## src/rtl/edge_scan_scheduler_pkg.sv

```systemverilog
// Shared types for the edge scan scheduler: per-channel history codes
// and the controller state encoding.
package edge_scan_pkg;

    localparam int HIST_W = 2;

    typedef logic [HIST_W-1:0] hist_t;

    // S0: nothing seen yet, S1: last sample 0, S2: last sample 1.
    // Code 2'b11 never gets written and is decoded as S0.
    localparam hist_t S0 = 2'b00;
    localparam hist_t S1 = 2'b01;
    localparam hist_t S2 = 2'b10;

    typedef enum logic [1:0] {
        IDLE = 2'd0,
        SCAN = 2'd1,
        HOLD = 2'd2
    } ctrl_t;

endpackage

```

## src/rtl/edge_scan_scheduler_if.sv

```systemverilog
// Tagged edge-event handshake: the scheduler is the master, the consumer the slave.
interface edge_scan_scheduler_if #(
    parameter int IDX_W = 2
);
    logic             evt_valid;
    logic             evt_ready;
    logic [IDX_W-1:0] evt_ch;
    logic             evt_rise;

    modport master (output evt_valid, output evt_ch, output evt_rise, input evt_ready);
    modport slave  (input evt_valid, input evt_ch, input evt_rise, output evt_ready);
endinterface

```

## src/rtl/edge_scan_scheduler_step.sv

```systemverilog
// Single-channel transition detector step. Purely combinational; one copy
// is shared by all channels through the scan pointer.
module edge_step
    import edge_scan_pkg::*;
(
    input  hist_t i_hist,
    input  logic  i_a,
    output hist_t o_next,
    output logic  o_edge,
    output logic  o_rise
);

    // The next history only depends on the current sample; the edge
    // depends on whether the stored level differs from it.
    always_comb begin
        o_next = i_a ? S2 : S1;
        o_edge = 1'b0;
        o_rise = 1'b0;
        case (i_hist)
            S1: begin
                if (i_a) begin
                    o_edge = 1'b1;
                    o_rise = 1'b1;
                end
            end
            S2: begin
                if (!i_a) begin
                    o_edge = 1'b1;
                end
            end
            default: begin
            end
        endcase
    end

endmodule

```

## src/rtl/edge_scan_scheduler.sv

```systemverilog
// Round-robin edge scanner: one channel is stepped per cycle, detected edges
// are emitted as tagged events on a valid/ready port. A found edge that cannot
// be delivered freezes the scan (HOLD) so it is re-evaluated, never dropped.
// Optional: define EDGE_SCAN_COUNT_EN to add o_evt_count (accepted events, mod 256).
// IDX_W must equal $clog2(N_CH).
module edge_scan_scheduler
    import edge_scan_pkg::*;
#(
    parameter int N_CH  = 4,
    parameter int IDX_W = 2
) (
    input  logic                  clk,
    input  logic                  rst_n,
    input  logic                  i_en,
    input  logic                  i_clr,
    input  logic [N_CH-1:0]       i_ch_in,
    edge_scan_scheduler_if.master evt,
`ifdef EDGE_SCAN_COUNT_EN
    output logic [7:0]            o_evt_count,
`endif
    output logic                  o_busy
);

    ctrl_t              r_state;
    ctrl_t              w_state_next;
    logic [IDX_W-1:0]   r_ptr;
    hist_t [N_CH-1:0]   w_hist;
    hist_t              w_hist_next;
    logic               w_edge;
    logic               w_rise;
    logic               w_do_step;
    logic               w_load_evt;
    logic               w_accept;
    logic               w_blocked;
    logic               r_evt_valid;
    logic [IDX_W-1:0]   r_evt_ch;
    logic               r_evt_rise;

    assign w_accept  = r_evt_valid && evt.evt_ready;
    assign w_blocked = r_evt_valid && !evt.evt_ready;

    edge_step u_step (
        .i_hist (w_hist[r_ptr]),
        .i_a    (i_ch_in[r_ptr]),
        .o_next (w_hist_next),
        .o_edge (w_edge),
        .o_rise (w_rise)
    );

    // Controller state register.
    always_ff @(posedge clk or negedge rst_n) begin
        if (!rst_n) r_state <= IDLE;
        else        r_state <= w_state_next;
    end

    // Next state plus step/load strobes; clear overrides everything else.
    always_comb begin
        w_state_next = r_state;
        w_do_step    = 1'b0;
        w_load_evt   = 1'b0;
        case (r_state)
            IDLE: begin
                if (i_en) w_state_next = SCAN;
            end
            SCAN: begin
                if (!i_en) begin
                    w_state_next = IDLE;
                end else if (w_edge && w_blocked) begin
                    w_state_next = HOLD;
                end else begin
                    w_do_step  = 1'b1;
                    w_load_evt = w_edge;
                end
            end
            HOLD: begin
                if (!i_en)           w_state_next = IDLE;
                else if (!w_blocked) w_state_next = SCAN;
            end
            default: w_state_next = IDLE;
        endcase
        if (i_clr) begin
            w_state_next = i_en ? SCAN : IDLE;
            w_do_step    = 1'b0;
            w_load_evt   = 1'b0;
        end
    end

    // Scan pointer: advances only when a step is committed.
    always_ff @(posedge clk or negedge rst_n) begin
        if (!rst_n)         r_ptr <= '0;
        else if (i_clr)     r_ptr <= '0;
        else if (w_do_step) r_ptr <= (r_ptr == IDX_W'(N_CH - 1)) ? '0 : r_ptr + 1'b1;
    end

    // One history register per channel, written only when it is the scanned one.
    for (genvar gi = 0; gi < N_CH; gi++) begin : g_ch
        hist_t r_hist;

        // Channel history update.
        always_ff @(posedge clk or negedge rst_n) begin
            if (!rst_n)                                    r_hist <= S0;
            else if (i_clr)                                r_hist <= S0;
            else if (w_do_step && r_ptr == IDX_W'(gi))     r_hist <= w_hist_next;
        end

        assign w_hist[gi] = r_hist;
    end

    // Event register: a new event may replace one being accepted this cycle;
    // a blocked event can never be overwritten because that path goes to HOLD.
    always_ff @(posedge clk or negedge rst_n) begin
        if (!rst_n) begin
            r_evt_valid <= 1'b0;
            r_evt_ch    <= '0;
            r_evt_rise  <= 1'b0;
        end else if (w_load_evt) begin
            r_evt_valid <= 1'b1;
            r_evt_ch    <= r_ptr;
            r_evt_rise  <= w_rise;
        end else if (w_accept) begin
            r_evt_valid <= 1'b0;
        end
    end

    assign evt.evt_valid = r_evt_valid;
    assign evt.evt_ch    = r_evt_ch;
    assign evt.evt_rise  = r_evt_rise;
    assign o_busy        = (r_state != IDLE);

`ifdef EDGE_SCAN_COUNT_EN
    logic [7:0] r_evt_count;

    // Accepted-event counter, wraps naturally at 8 bits.
    always_ff @(posedge clk or negedge rst_n) begin
        if (!rst_n)        r_evt_count <= 8'd0;
        else if (i_clr)    r_evt_count <= 8'd0;
        else if (w_accept) r_evt_count <= r_evt_count + 8'd1;
    end

    assign o_evt_count = r_evt_count;
`endif

endmodule
```

## src/flat_wrapper.sv

```systemverilog
// flat-port wrapper written by rule: the top's interface ports become plain ports
module edge_scan_scheduler_flat import edge_scan_pkg::*;
#(
    parameter int N_CH  = 4,
    parameter int IDX_W = 2
)
  (clk, rst_n, i_en, i_clr, i_ch_in, o_busy, evt_evt_valid, evt_evt_ch, evt_evt_rise, evt_evt_ready);
  edge_scan_scheduler_if #(.IDX_W(IDX_W)) evt_i ();
  input  logic clk;
  input  logic rst_n;
  input  logic i_en;
  input  logic i_clr;
  input  logic [N_CH-1:0] i_ch_in;
  output logic o_busy;
  output wire logic [$bits(evt_i.evt_valid)-1:0] evt_evt_valid;
  output wire logic [$bits(evt_i.evt_ch)-1:0] evt_evt_ch;
  output wire logic [$bits(evt_i.evt_rise)-1:0] evt_evt_rise;
  input wire logic [$bits(evt_i.evt_ready)-1:0] evt_evt_ready;
  assign evt_evt_valid = evt_i.evt_valid;
  assign evt_evt_ch = evt_i.evt_ch;
  assign evt_evt_rise = evt_i.evt_rise;
  assign evt_i.evt_ready = evt_evt_ready;
  edge_scan_scheduler #(.N_CH(N_CH), .IDX_W(IDX_W)) u_core (.clk(clk), .rst_n(rst_n), .i_en(i_en), .i_clr(i_clr), .i_ch_in(i_ch_in), .evt(evt_i), .o_busy(o_busy));
endmodule
```

## config.mk

```make
export PLATFORM = sky130hd
export DESIGN_NAME = edge_scan_scheduler_flat
export DESIGN_NICKNAME = d
export VERILOG_FILES = /design/src/rtl/edge_scan_scheduler_pkg.sv /design/src/rtl/edge_scan_scheduler_if.sv /design/src/rtl/edge_scan_scheduler_step.sv /design/src/rtl/edge_scan_scheduler.sv /design/src/flat_wrapper.sv
export SDC_FILE = /design/constraint.sdc
export NUM_CORES = 1
export LEC_CHECK = 0
export BUFFER_PORTS_ARGS = -buffer_cell sky130_fd_sc_hd__buf_4
export CAP_MARGIN = 10
export CORE_UTILIZATION = 59
export DETAILED_ROUTE_END_ITERATION = 7
export MAX_ROUTING_LAYER = met4
export PLACE_DENSITY = 0.8
export SYNTH_ARGS = -nofsm -noshare
export SYNTH_HDL_FRONTEND = slang
export SYNTH_SLANG_ARGS = --single-unit
```

## constraint.sdc

```tcl
create_clock -name clk -period 3.4 [get_ports clk]
set_input_delay 0.17 -clock clk [delete_from_list [all_inputs] [get_ports clk]]
set_output_delay 0.17 -clock clk [all_outputs]
set_load 0.02 [all_outputs]
```

After elaboration in Yosys (flattened, before gate mapping)
Index checks and enable logic that the tools add are counted.
- input port bits: 9
- bits in registers: 16
- output and inout port bits: 5
- equal/unequal tests: 10
- reduce and logical (&&, ||, !) cells: 18
- $add $sub $neg: 1
- magnitude comparators: 1
- mux-type cells: 38
- operators with widths (operator ; number):
    $mux 2 ; 19
    $mux 1 ; 15
    $reduce_bool 2->1 ; 7
    $eq 2x2->1 const B ; 4
    $logic_and 1x1->1 ; 7
    $eq 2x1->1 const B ; 3
    $pmux 2 s3 ; 1
    $bmux 2 s2 ; 1
    $logic_not 2->1 ; 2
    $ne 4x3->1 const B ; 1
    $ne 4x4->1 const B ; 1
    $lt 2x3->1 const B ; 1
    $ne 3x3->1 const B ; 1
    $reduce_and 3->1 ; 1
    $add 2x1->2 const B ; 1
    $bmux 1 s2 ; 1
    $pmux 1 s2 ; 1
    $logic_not 1->1 ; 1

Longest topological paths before layout
Gate-level depths: netlist of the first run.
- depth in word-level cells: 12
- depth in mapped cells: 7
- gate-level depth less buffers: 5

By module
From an unflattened synthesis of the first run, not the netlist that was laid out.
- cell total of the unflattened synthesis: 80
- area, all modules: 895.9 um^2
- modules (own cells, without submodules) (module ; cells an instance ; area an instance (um^2) ; instances):
    edge_scan_scheduler ; 74 ; 864.6 ; 1
    edge_step ; 6 ; 31.3 ; 1

Least setup slack after synthesis of the first run
No wires, ideal clock.
- path type: reg-to-reg
- start: register u_core.r_ptr[0]
- end: register u_core.g_ch[1].r_hist[0]
- setup slack: 1.288 ns
- arrival time: 1.972 ns
- path buffers: 3
- period minus slack after synthesis: 2.112 ns
- library setup time: 0.140 ns
- cell stages (with the launch flop): 8
- path through: dfrtp_1 buf_6 mux4_2 buf_6 or4b_4 buf_6 a31oi_1 a311oi_1
- longest elaborated chain between the ends: 11
- elaborated cells between the ends (all ways): 20
- those cells by class: eq/ne: 3; mux: 14; reduce/logical: 3
- ends and longest elaborated chain (item ; RTL line ; source):
    start, declared ; edge_scan_scheduler.sv:26 ; logic [IDX_W-1:0] r_ptr;
    start signal, assigned ; edge_scan_scheduler.sv:92 ; else if (w_do_step) r_ptr <= (r_ptr == IDX_W'(N_CH - 1)) ? '0 : r_ptr + 1'b1;
    $bmux 2 s2 or $bmux 1 s2 (tied branches) ; edge_scan_scheduler.sv:43, edge_scan_scheduler.sv:44 ;
    $mux 2 (implied by the code) or $mux 1 (tied branches) ; edge_scan_scheduler.sv:43, edge_scan_scheduler.sv:44 ;
    $eq 2x2->1 (tied with other cells) ; edge_scan_scheduler_step.sv:19 ; case (i_hist)
    $pmux 1 s2 ; edge_scan_scheduler_step.sv:19 ;
    $logic_and 1x1->1 ; edge_scan_scheduler.sv:68 ; end else if (w_edge && w_blocked) begin
    $mux 1 ; edge_scan_scheduler.sv:68 ;
    $mux 1 ; edge_scan_scheduler.sv:66 ; if (!i_en) begin
    $mux 1 ; edge_scan_scheduler.sv:61 ; case (r_state)
    $mux 1 ; edge_scan_scheduler.sv:81 ; if (i_clr) begin
    $logic_and 1x1->1 ; edge_scan_scheduler.sv:103 ; else if (w_do_step && r_ptr == IDX_W'(gi)) r_hist <= w_hist_next;
    $reduce_bool 2->1 (no source line) ; n/a ;
    end signal, assigned ; edge_scan_scheduler.sv:103 ;
    end, declared ; edge_scan_scheduler.sv:97 ; hist_t r_hist;
Several ways; a longest one is shown, not always the timed one. The select of a mux whose other input is x is not followed.
A chain may end at the register's enable or synchronous reset.

Worst setup path in the final report of the first run
- start: register u_core.r_ptr[0]
- end: register u_core.r_ptr[1]
- longest elaborated chain between the ends: 10
- elaborated cells between the ends (all ways): 20
- those cells by class: add/sub: 1; eq/ne: 3; mux: 14; reduce/logical: 2
- ends and longest elaborated chain (item ; RTL line):
    $bmux 2 s2 or $bmux 1 s2 (tied branches) ; edge_scan_scheduler.sv:43, edge_scan_scheduler.sv:44
    $mux 2 (implied by the code) or $mux 1 (tied branches) ; edge_scan_scheduler.sv:43, edge_scan_scheduler.sv:44
    $eq 2x2->1 (tied with other cells) ; edge_scan_scheduler_step.sv:19
    $pmux 1 s2 ; edge_scan_scheduler_step.sv:19
    $logic_and 1x1->1 ; edge_scan_scheduler.sv:68
    $mux 1 ; edge_scan_scheduler.sv:68
    $mux 1 ; edge_scan_scheduler.sv:66
    $mux 1 ; edge_scan_scheduler.sv:61
    $mux 1 ; edge_scan_scheduler.sv:81
    $reduce_bool 2->1 (no source line) ; n/a
Several ways; a longest one is shown, not always the timed one. The select of a mux whose other input is x is not followed.

==> impl_results.md, run 1 <==
- Routed Antenna Nets: 0
- Syn Area/Cell: 11.59 um2
- Final Cycle Share: 67.61%
- Num ports: 14
- Top FF cell, synth: dfrtp_1
- Syn Inst Count: 87
- Hold wc startpoint: i_clr
- Slew @ Worst Pin: 0.4442 ns
- Final Max Tran Viols: 0
- EDFF count, synth: 0
- Hold WS: 0.1202 ns
- Top cells by area, synth: dfrtp_1 40%, mux4_2 6.7%, mux2i_1 6.0%
- Failing checks: DRC
- Synth cell types: 34
- Commonest cells post-synth: 16 x dfrtp_1, 9 x nand2_1, 6 x mux2i_1, 4 x ha_1
- Clock Latency Late Sink: 0.29 ns
- RSZ-0062 raised after global routing: false
- Critical Path AT: 2.52 ns
- CTS Hold Buffers Added: 1
- Yosys top cell by area: dfrtp_1
- R2R depth: 4
- Outcome: complete, but fails checks
- Total Routed Length: 2231 um
- Number of remaining DRC errors: 2
- Ant. Diodes: 0
- 1st-iter DRT viols: 36
- Clk_skew: 0.008788 ns
- Die Y: 43.35 um
- Peak VDD IR: 0.3041 mV
- Beginning of the worst register-to-register path: u_core.r_ptr[0]$_DFFE_PN0P_
- Antenna violations before repair: 0
- Total CTS buffers: 3
- Power Total: 0.3972 mW
- Final Critical Period: 2.299 ns
- Flops & latches, synth: 16
- Most frequent cell after synthesis: dfrtp_1
- Routed vias: 775
- PD cells: 351.1 mW/mm2
- Min-delay worst type: in2reg
- Maximum Capacitance Violations: 0
- Total Routing Usage GR: 27.23%
- Layout Nets: 114
- CP Class: reg2reg
- Final worst slack: 1.101 ns
- Sink Count: 16
- Initial Util: 64.69%
- Core Footprint: 0.001559 mm2
- Asr flop ratio synth: 100.0%
- Hpwl dp: 1608 um
- Std-Cell Rows: 14
- Grt ovf: 0
- Share of cells above drive strength 1: 34.00%
- Finish-stage setup viols: 0
- Sequential share of the synthesized area: 39.70%
- Vias/cell: 6.681
- Area Overhead vs Synth: 12.16%
- Drt first pass iters: 6
- Worst EP required: 3.62 ns
- Yosys warnings: 0
- Syn_nets: 100
- Worst reg-to-reg setup slack: 1.10 ns
- Routed len/inst: 19.23 um
- Total die area: 0.001879 mm2
- Vias in the first global route: 706
- Synth top area share: 39.70%
- Fin. Hold Viols: 0
- Startpoint types: flip-flop
- Worst-path clk slew: 0.10 ns
- Post-Layout Cell Count: 116
- Max Fclk: 435.1 MHz
- Synth Cell Area: 0.001008 mm2
- Wire length of the first global-routing pass: 3505 um
- Largest net degree at the start of global routing: 17
- Crit Path Max Fanout: 11
- Setup_tns: 0 ns
- Post_cts resized: 0
- Reg2reg end: u_core.r_ptr[1]$_DFFE_PN0P_
- GP Congestion: 0.9339
- Die W: 43.35 um
- Placed cells: 111
- Setup bufs post-CTS: 0
- CTS tree: built
- Pleak: 0.5173 nW
- Worst slew margin: 70.23%
- Hold-critical path depth: 2
- Root Buffer: clkbuf_4
- H-Tree Depth: 1
- CTS Buffer Depth: 2
- Input/output buffers: 13
- Setup crit end kind: flip-flop
- Endpoint, Worst Hold: u_core.g_ch[3].r_hist[0]$_DFFE_PN0P_
- Pre-CTS WS: 1.139 ns
==> logic make-up (layout without fill, tap and decap cells) <==
group           Yosys count  in the layout  share of synthesized area [%]
buf+inv                   9             22                          5.583
simple gates             33             33                          24.44
mux                      12             12                          16.00
compound gates           13             13                          9.306
fa+ha+maj                 4              4                          4.963
flops                    16             16                          39.70
==> per-layer routing <==
metal	routed length, um	global-route usage (%)	vias to the layer above	share of wire, %
met5	0	-	-	0
met4	14	7.500	0	0.63
met3	160	7.083	4	7.2
met2	1107	42.73	35	50
met1	949	35.29	383	43
li1	-	-	353	-
==> where the power goes <==
part	switching [mW]	internal, mW	total, mW	leakage [nW]
clock	0.0621	0.0653	0.127	0.0210
combinational	0.0362	0.0294	0.0656	0.277
sequential	0.00742	0.197	0.204	0.219
==> critical path, cell delays in order, from the launching register on <==
cell	delay, ns
dfrtp_1	0.57
mux4_2	0.70
and4bb_2	0.32
nor3_2	0.42
mux2i_1	0.23
==> state kept, by name (all words and copies together) (netlist names) <==
register,count
u_core.g_ch.r_hist,8
u_core.evt.evt_ch,2
u_core.r_ptr,2
u_core.r_state,2
u_core.evt.evt_rise,1
u_core.evt.evt_valid,1
==> worst max path at each step <==
stage / startpoint / endpoint
6_report: u_core.r_ptr[0]$_DFFE_PN0P_ / u_core.r_ptr[1]$_DFFE_PN0P_
4_1_cts: u_core.r_ptr[0]$_DFFE_PN0P_ / u_core.evt.evt_rise$_DFFE_PN0P_
3_5_place_dp: u_core.r_ptr[0]$_DFFE_PN0P_ / u_core.evt.evt_rise$_DFFE_PN0P_
5_1_grt: u_core.r_ptr[0]$_DFFE_PN0P_ / u_core.evt.evt_ch[0]$_DFFE_PN0P_
2_1_floorplan: u_core.r_ptr[0]$_DFFE_PN0P_ / u_core.g_ch[1].r_hist[0]$_DFFE_PN0P_
3_3_place_gp: u_core.r_ptr[0]$_DFFE_PN0P_ / u_core.evt.evt_ch[0]$_DFFE_PN0P_
==> cell usage in the layout, fill, tap and decap left out, types with 4 or more instances in the layout <==
master	count
dfrtp_1	16
buf_4	13
nand2_1	9
mux2i_1	6
ha_1	4
==> metrics by stage <==
step / area [um2] / util [%]
2_1_floorplan: 1008 / -
3_3_place_gp: 1085 / 69.58
3_5_place_dp: 1085 / 69.58
4_1_cts: 1131 / 72.55
6_report: 1131 / 72.55
5_1_grt: 1131 / 72.55
==> cell type report <==
class | instances | area (um2)
clock buffer | 4 | 36.28
fill | 114 | 427.9
inverter | 4 | 15.01
multi-input combinational | 62 | 551.8
sequential | 16 | 400.4
tap | 16 | 20.02
timing repair buffer | 14 | 107.6
Note: power is estimated with default switching activity, not from simulation.
==> run 2, diff against run 1 <==
Settings changed: CORE_UTILIZATION 59 to 55, PLACE_DENSITY 0.8 to 0.75.
Clock period 3.4 ns to 2.29 ns, I/O delays scaled along.
==> run 2 against run 1 <==
- the flow now finishes without violations
- die area increased by 6.9%
- clock skew decreased by 0.0011 ns
- clock power increased by 13%
- critical path type unchanged
==> impl_results.md, run 2 (same netlist as run 1, synthesis figures left out) <==
- Initial Util: 58.41% (-6.3 points)
- Worst Path Buf+Inv: 0 (unchanged)
- Routed wl met2: 890 um (-20%)
- CP startpoint: u_core.r_ptr[0]$_DFFE_PN0P_
- Wire length of the first global-routing pass: 3243 um (-7.5%)
- Crit path max-delay family: multiplexers
- Core Footprint: 0.001727 mm2 (+11%)
- Vias in the first global route: 675 (-4.4%)
- Combinational power share: 18.1% (+1.6 points)
- Worst EP required: 2.47 ns (-1.15 ns)
- Worst reg-to-reg setup slack: 0.19 ns (-0.91 ns)
- Input/output buffers: 13 (unchanged)
- CP max stage cell: mux4_2
- Final Cycle Share: 91.63% (+24 points)
- Hold wc startpoint: i_clr
- # fillers: 142 (+25%)
- Fin. Hold Viols: 0 (unchanged)
- RSZ-0062 raised after global routing: false
- CTS tree: built
- Std-Cell Rows: 15 (+1)
- Clk_skew: 0.007645 ns (-0.001142 ns)
- Maximum Capacitance Violations: 0 (unchanged)
- Beginning of the worst register-to-register path: u_core.r_ptr[0]$_DFFE_PN0P_
- CTS Buffer Depth: 2 (unchanged)
- Setup bufs post-CTS: 0 (unchanged)
- Setup_tns: 0 ns (unchanged)
- Ant. Diodes: 0 (unchanged)
- Drt first pass iters: 4 (-2)
- Largest net degree at the start of global routing: 17 (unchanged)
- Reg with most FFs: u_core.g_ch.r_hist
- Routed vias: 738 (-4.8%)
- CTS Hold Buffers Added: 1 (unchanged)
- Share of cells above drive strength 1: 34.00% (unchanged)
- Final Util: 65.80% (-6.8 points)
- Total Routed Length: 1954 um (-12%)
- Hpwl dp: 1504 um (-6.5%)
- Pleak: 0.5153 nW (-0.37%)
- Total Routing Usage GR: 23.48% (-3.7 points)
- Power Total: 0.5409 mW (+36%)
- Area Overhead vs Synth: 12.66%
- Worst slew margin: 70.20% (about the same)
- Min-delay worst type: in2reg
- WP depth: 4 (unchanged)
- Post_cts resized: 0 (unchanged)
- Switching portion of total power: 26.37% (-0.25 points)
- Slew @ Worst Pin: 0.4446 ns (+0.0003797 ns)
- Setup crit end kind: flip-flop
- R2R depth: 4 (unchanged)
- Post-Place Cell Area: 0.001104 mm2 (+1.7%)
- Peak VDD IR: 0.3582 mV (+18%)
- Post-route cell area: 0.001136 mm2 (+0.44%)
- Routed len/inst: 15.63 um (-19%)
- Outcome: completed
- Startpoint types: flip-flop
- Clock Power Share: 26.4% (-5.7 points)
- GP Congestion: 0.8841 (-5.3%)
- Largest register FFs: 8 (unchanged)
- Crit Path Max Fanout: 11 (unchanged)
- Max Fclk: 476.5 MHz (+9.5%)
- Sink Count: 16 (unchanged)
- Reg2reg end: u_core.evt.evt_rise$_DFFE_PN0P_
- Die Y: 44.82 um (+3.4%)
- Finish-stage setup viols: 0 (unchanged)
- Grt ovf: 0 (unchanged)
- Commonest non-fill, non-tap cell in the layout: dfrtp_1
- Sequential power share: 55.5% (+4.1 points)
- P_int: 0.3983 mW (+37%)
- Commonest cells after routing, fill and taps aside: 16 x dfrtp_1, 14 x buf_4, 9 x nand2_1
- Number of remaining DRC errors: 0 (-2)
- 1st-iter DRT viols: 12 (-67%)
- Num ports: 14 (unchanged)
- CP Capture Point: u_core.evt.evt_rise$_DFFE_PN0P_
- Top Metal Used: met4
- Total die area: 0.002009 mm2 (+6.9%)
- Routed Antenna Nets: 0 (unchanged)
- Layout Nets: 115 (+0.88%)
- H-Tree Depth: 1 (unchanged)
- Largest stage delay, worst path: 0.65 ns (-0.05 ns)
- Switching pwr: 0.1427 mW (+35%)
- Critical Path, Cell by Cell: mux4_2, and3b_2, o21ai_1, mux2_2
- Vias/cell: 5.904 (-12%)
- Final Critical Period: 2.098 ns (-0.2001 ns)
- Total CTS buffers: 3 (unchanged)
- Worst-path clk slew: 0.09 ns (about the same)
- DRT met1 WL: 956 um (+0.74%)
- Final Max Tran Viols: 0 (unchanged)
- Met3 wire length: 73 um (-54%)
- Root Buffer: clkbuf_4
- CP Class: reg2reg
- Clock Latency Late Sink: 0.28 ns (about the same)
- PD cells: 476.1 mW/mm2 (+36%)
- Critical Path AT: 2.28 ns (-0.24 ns)
- Antenna violations before repair: 0 (unchanged)
- Die W: 44.82 um (+3.4%)
run 2: changes by cell type in the layout (fill, tap and decap cells not counted), sizes merged:
| cell | previous run | this run |
|---|---|---|
| buf | 13 | 14 |
| clkbuf | 4 | 3 |
run 2: how the worst min path moves through the flow:
stage | endpoint | cells past startpoint
3_3_place_gp | u_core.evt.evt_valid$_DFFE_PN0P_ | 1
4_1_cts | u_core.g_ch[3].r_hist[0]$_DFFE_PN0P_ | 2
6_report | u_core.g_ch[3].r_hist[0]$_DFFE_PN0P_ | 2
5_1_grt | u_core.g_ch[3].r_hist[0]$_DFFE_PN0P_ | 2
3_5_place_dp | u_core.evt.evt_valid$_DFFE_PN0P_ | 1
2_1_floorplan | u_core.evt.evt_ch[0]$_DFFE_PN0P_ | 0
run 2: layout make-up:
class | count | area [um2] | area share [%]
inverters | 4 | 15.01 | 1.322
well taps | 25 | 31.28 | 2.753
clock buffers | 3 | 22.52 | 1.982
multi-input cells | 62 | 551.8 | 48.57
flip-flops and latches | 16 | 400.4 | 35.24
repair buffers | 15 | 115.1 | 10.13
run 2: power by group through the flow:
stage | combinational, mW | sequential (mW) | clock [mW]
floorplan | 0.0617 | 0.308 | 0
global placement | 0.0944 | 0.305 | 0
detailed placement | 0.0970 | 0.306 | 0
CTS | 0.0987 | 0.300 | 0.149
global route | 0.107 | 0.301 | 0.159
finish | 0.0981 | 0.300 | 0.143
run 2: per-stage QoR:
| step | setup slack, ns | hold slack, ns | cells |
|---|---|---|---|
| floorplan | 0.1784 | -0.1811 | 87 |
| global placement | 0.2136 | -0.01582 | 121 |
| detailed placement | 0.2076 | -0.007935 | 121 |
| CTS | 0.1900 | 0.05219 | 125 |
| global route | 0.07315 | 0.06329 | 125 |
| finish | 0.1916 | 0.06032 | 125 |
run 2: worst reg2reg max path, cell delays in order, from the launching register on:
cell     delay [ns]
dfrtp_1        0.42
mux4_2         0.65
and3b_2        0.27
o21ai_1        0.27
mux2_2         0.38
run 2: routing by layer:
layer  up-vias  track usage (%)
met5         -                -
met4         0            9.697
met3         5            4.800
met2        21            34.41
met1       359            31.94
li1        353                -
==> run 3, diff against run 2 <==
Settings changed: BUFFER_PORTS_ARGS -buffer_cell sky130_fd_sc_hd__buf_4 to default, CORE_UTILIZATION 55 to 61, DONT_BUFFER_PORTS from default to 1, PLACE_DENSITY 0.75 to 0.87.
==> run 3 against run 2 <==
- final cell count decreased by 15%
- largest power group unchanged
- clock skew decreased by 0.0035 ns
- power fell by 1.3%
- sequential cell count unchanged
- die area shrank 9.4%
- critical path depth unchanged
- sequential power increased by 2%
==> impl_results.md, run 3 (same netlist as run 1, synthesis figures left out) <==
- Largest stage delay, worst path: 0.66 ns (about the same)
- # fillers: 115 (-19%)
- Ant. Diodes: 0 (unchanged)
- Antenna violations before repair: 0 (unchanged)
- Die W: 42.66 um (-4.8%)
- Finish-stage setup viols: 0 (unchanged)
- Clk_skew: 0.004153 ns (-0.003492 ns)
- Routed vias: 724 (-1.9%)
- Core Footprint: 0.001524 mm2 (-12%)
- H-Tree Depth: 1 (unchanged)
- Clock Latency Late Sink: 0.29 ns (about the same)
- Crit Path Max Fanout: 11 (unchanged)
- Commonest non-fill, non-tap cell in the layout: dfrtp_1
- CTS tree: built
- Peak VDD IR: 0.3221 mV (-10%)
- Critical Path, Cell by Cell: mux4_2, and4bb_2, nor3_2, mux2i_1
- Final Critical Period: 2.137 ns (+0.03812 ns)
- Worst-path clk slew: 0.09 ns (about the same)
- Final Util: 69.38% (+3.6 points)
- Sink Count: 16 (unchanged)
- Final Max Tran Viols: 0 (unchanged)
- CTS Buffer Depth: 2 (unchanged)
- M3 GR Usage: 3.830% (-0.97 points)
- Commonest cells after routing, fill and taps aside: 16 x dfrtp_1, 9 x nand2_1, 6 x mux2i_1
- Reg with most FFs: u_core.g_ch.r_hist
- Max Fclk: 468.0 MHz (-1.8%)
- Worst EP required: 2.51 ns (+0.04 ns)
- Final Cycle Share: 93.30% (+1.7 points)
- Maximum Capacitance Violations: 0 (unchanged)
- Worst slew margin: 52.90% (-17 points)
- Layout Nets: 105 (-8.7%)
- Crit path max-delay family: multiplexers
- Drt first pass iters: 4 (unchanged)
- Slew @ Worst Pin: 0.7042 ns (+0.2597 ns)
- M2 GR Usage: 41.82% (+7.4 points)
- Routed Antenna Nets: 0 (unchanged)
- Largest net degree at the start of global routing: 17 (unchanged)
- Largest register FFs: 8 (unchanged)
- Wire length of the first global-routing pass: 3450 um (+6.4%)
- Area Overhead vs Synth: 4.838%
- Share of cells above drive strength 1: 23.33% (-11 points)
- Fin. Hold Viols: 0 (unchanged)
- Min-delay worst type: in2reg
- Worst Path Buf+Inv: 0 (unchanged)
- RSZ-0062 raised after global routing: false
- Initial Util: 66.17% (+7.8 points)
- Number of remaining DRC errors: 0 (unchanged)
- GP Congestion: 0.9055 (+2.4%)
- Root Buffer: clkbuf_4
- Met1 usage in global routing: 35.51% (+3.6 points)
- Routed len/inst: 20.46 um (+31%)
- CP Class: reg2reg
- Setup bufs post-CTS: 0 (unchanged)
- Total CTS buffers: 3 (unchanged)
- Grt ovf: 0 (unchanged)
- Outcome: completed
- Input/output buffers: 0 (-13)
- Vias in the first global route: 721 (+6.8%)
- Hpwl dp: 1523 um (+1.3%)
- Setup_tns: 0 ns (unchanged)
- Pleak: 0.4629 nW (-10%)
- Gr busiest metal: met2
- Vias/cell: 6.830 (+16%)
- PD cells: 504.8 mW/mm2 (+6.0%)
- Worst reg-to-reg setup slack: 0.15 ns (-0.04 ns)
- Critical Path AT: 2.36 ns (+0.08 ns)
- Setup crit end kind: flip-flop
- Total Routing Usage GR: 27.21% (+3.7 points)
- Die Y: 42.66 um (-4.8%)
- Total Routed Length: 2169 um (+11%)
- 1st-iter DRT viols: 10 (-2)
- Num ports: 14 (unchanged)
- CP max stage cell: mux4_2
- Post_cts resized: 0 (unchanged)
- Std-Cell Rows: 14 (-1)
- Total die area: 0.001820 mm2 (-9.4%)
- Startpoint types: flip-flop
## run 3: metrics by stage
stage	setup WS [ns]	cell area, um2	hold WS, ns	cells	total power [mW]
CTS	0.1467	1047	0.008125	105	0.5343
finish	0.1534	1057	0.02299	106	0.5337
global route	0.02665	1057	0.02461	106	0.5551
detailed placement	0.1638	994.7	-0.1808	99	0.3770
global placement	0.2753	994.7	-0.1808	99	0.3740
floorplan	0.1784	1008	-0.1811	87	0.3696
## run 3: layer usage
layer / vias to the layer above / part of all wire, %
li1: 333 / -
met1: 356 / 44
met2: 26 / 48
met3: 9 / 4.9
met4: 0 / 2.4
met5: - / 0
## run 3: final cells by class
type,count,area [um2],area share [%]
flip-flops and latches,16,400.4,37.87
clock buffers,3,22.52,2.130
inverters,4,15.01,1.420
well taps,16,20.02,1.893
repair buffers,5,47.55,4.497
multi-input cells,62,551.8,52.19
## run 3: worst paths after layout
path / endpoint / from / cells past startpoint
max in group asynchronous: u_core.evt.evt_ch[1]$_DFFE_PN0P_ / rst_n / 1
hold reg to reg: u_core.g_ch[3].r_hist[1]$_DFFE_PN0P_ / u_core.g_ch[3].r_hist[1]$_DFFE_PN0P_ / 2
setup reg to reg: u_core.r_ptr[1]$_DFFE_PN0P_ / u_core.r_ptr[0]$_DFFE_PN0P_ / 4
hold / removal: u_core.r_ptr[0]$_DFFE_PN0P_ / i_clr / 3
setup / recovery: u_core.r_ptr[1]$_DFFE_PN0P_ / u_core.r_ptr[0]$_DFFE_PN0P_ / 4
min in group asynchronous: u_core.g_ch[1].r_hist[0]$_DFFE_PN0P_ / rst_n / 1
## run 3: what timing repair did
action | CTS | global route
hold buffers | 3 | 1
hold endpoints to repair | 23 | 1
endpoints found under the setup margin | 0 | 0
## run 3: worst register-to-register path: cells and delay by family (launching register included)
kind | cells | cell delay [ns]
simple gates | 2 | 0.74
flops | 1 | 0.42
mux | 2 | 0.91
## run 3: where the power goes
part | total (mW) | switching, mW | internal [mW]
clock network | 0.149 | 0.0874 | 0.0613
logic | 0.0795 | 0.0450 | 0.0345
registers | 0.305 | 0.0133 | 0.292
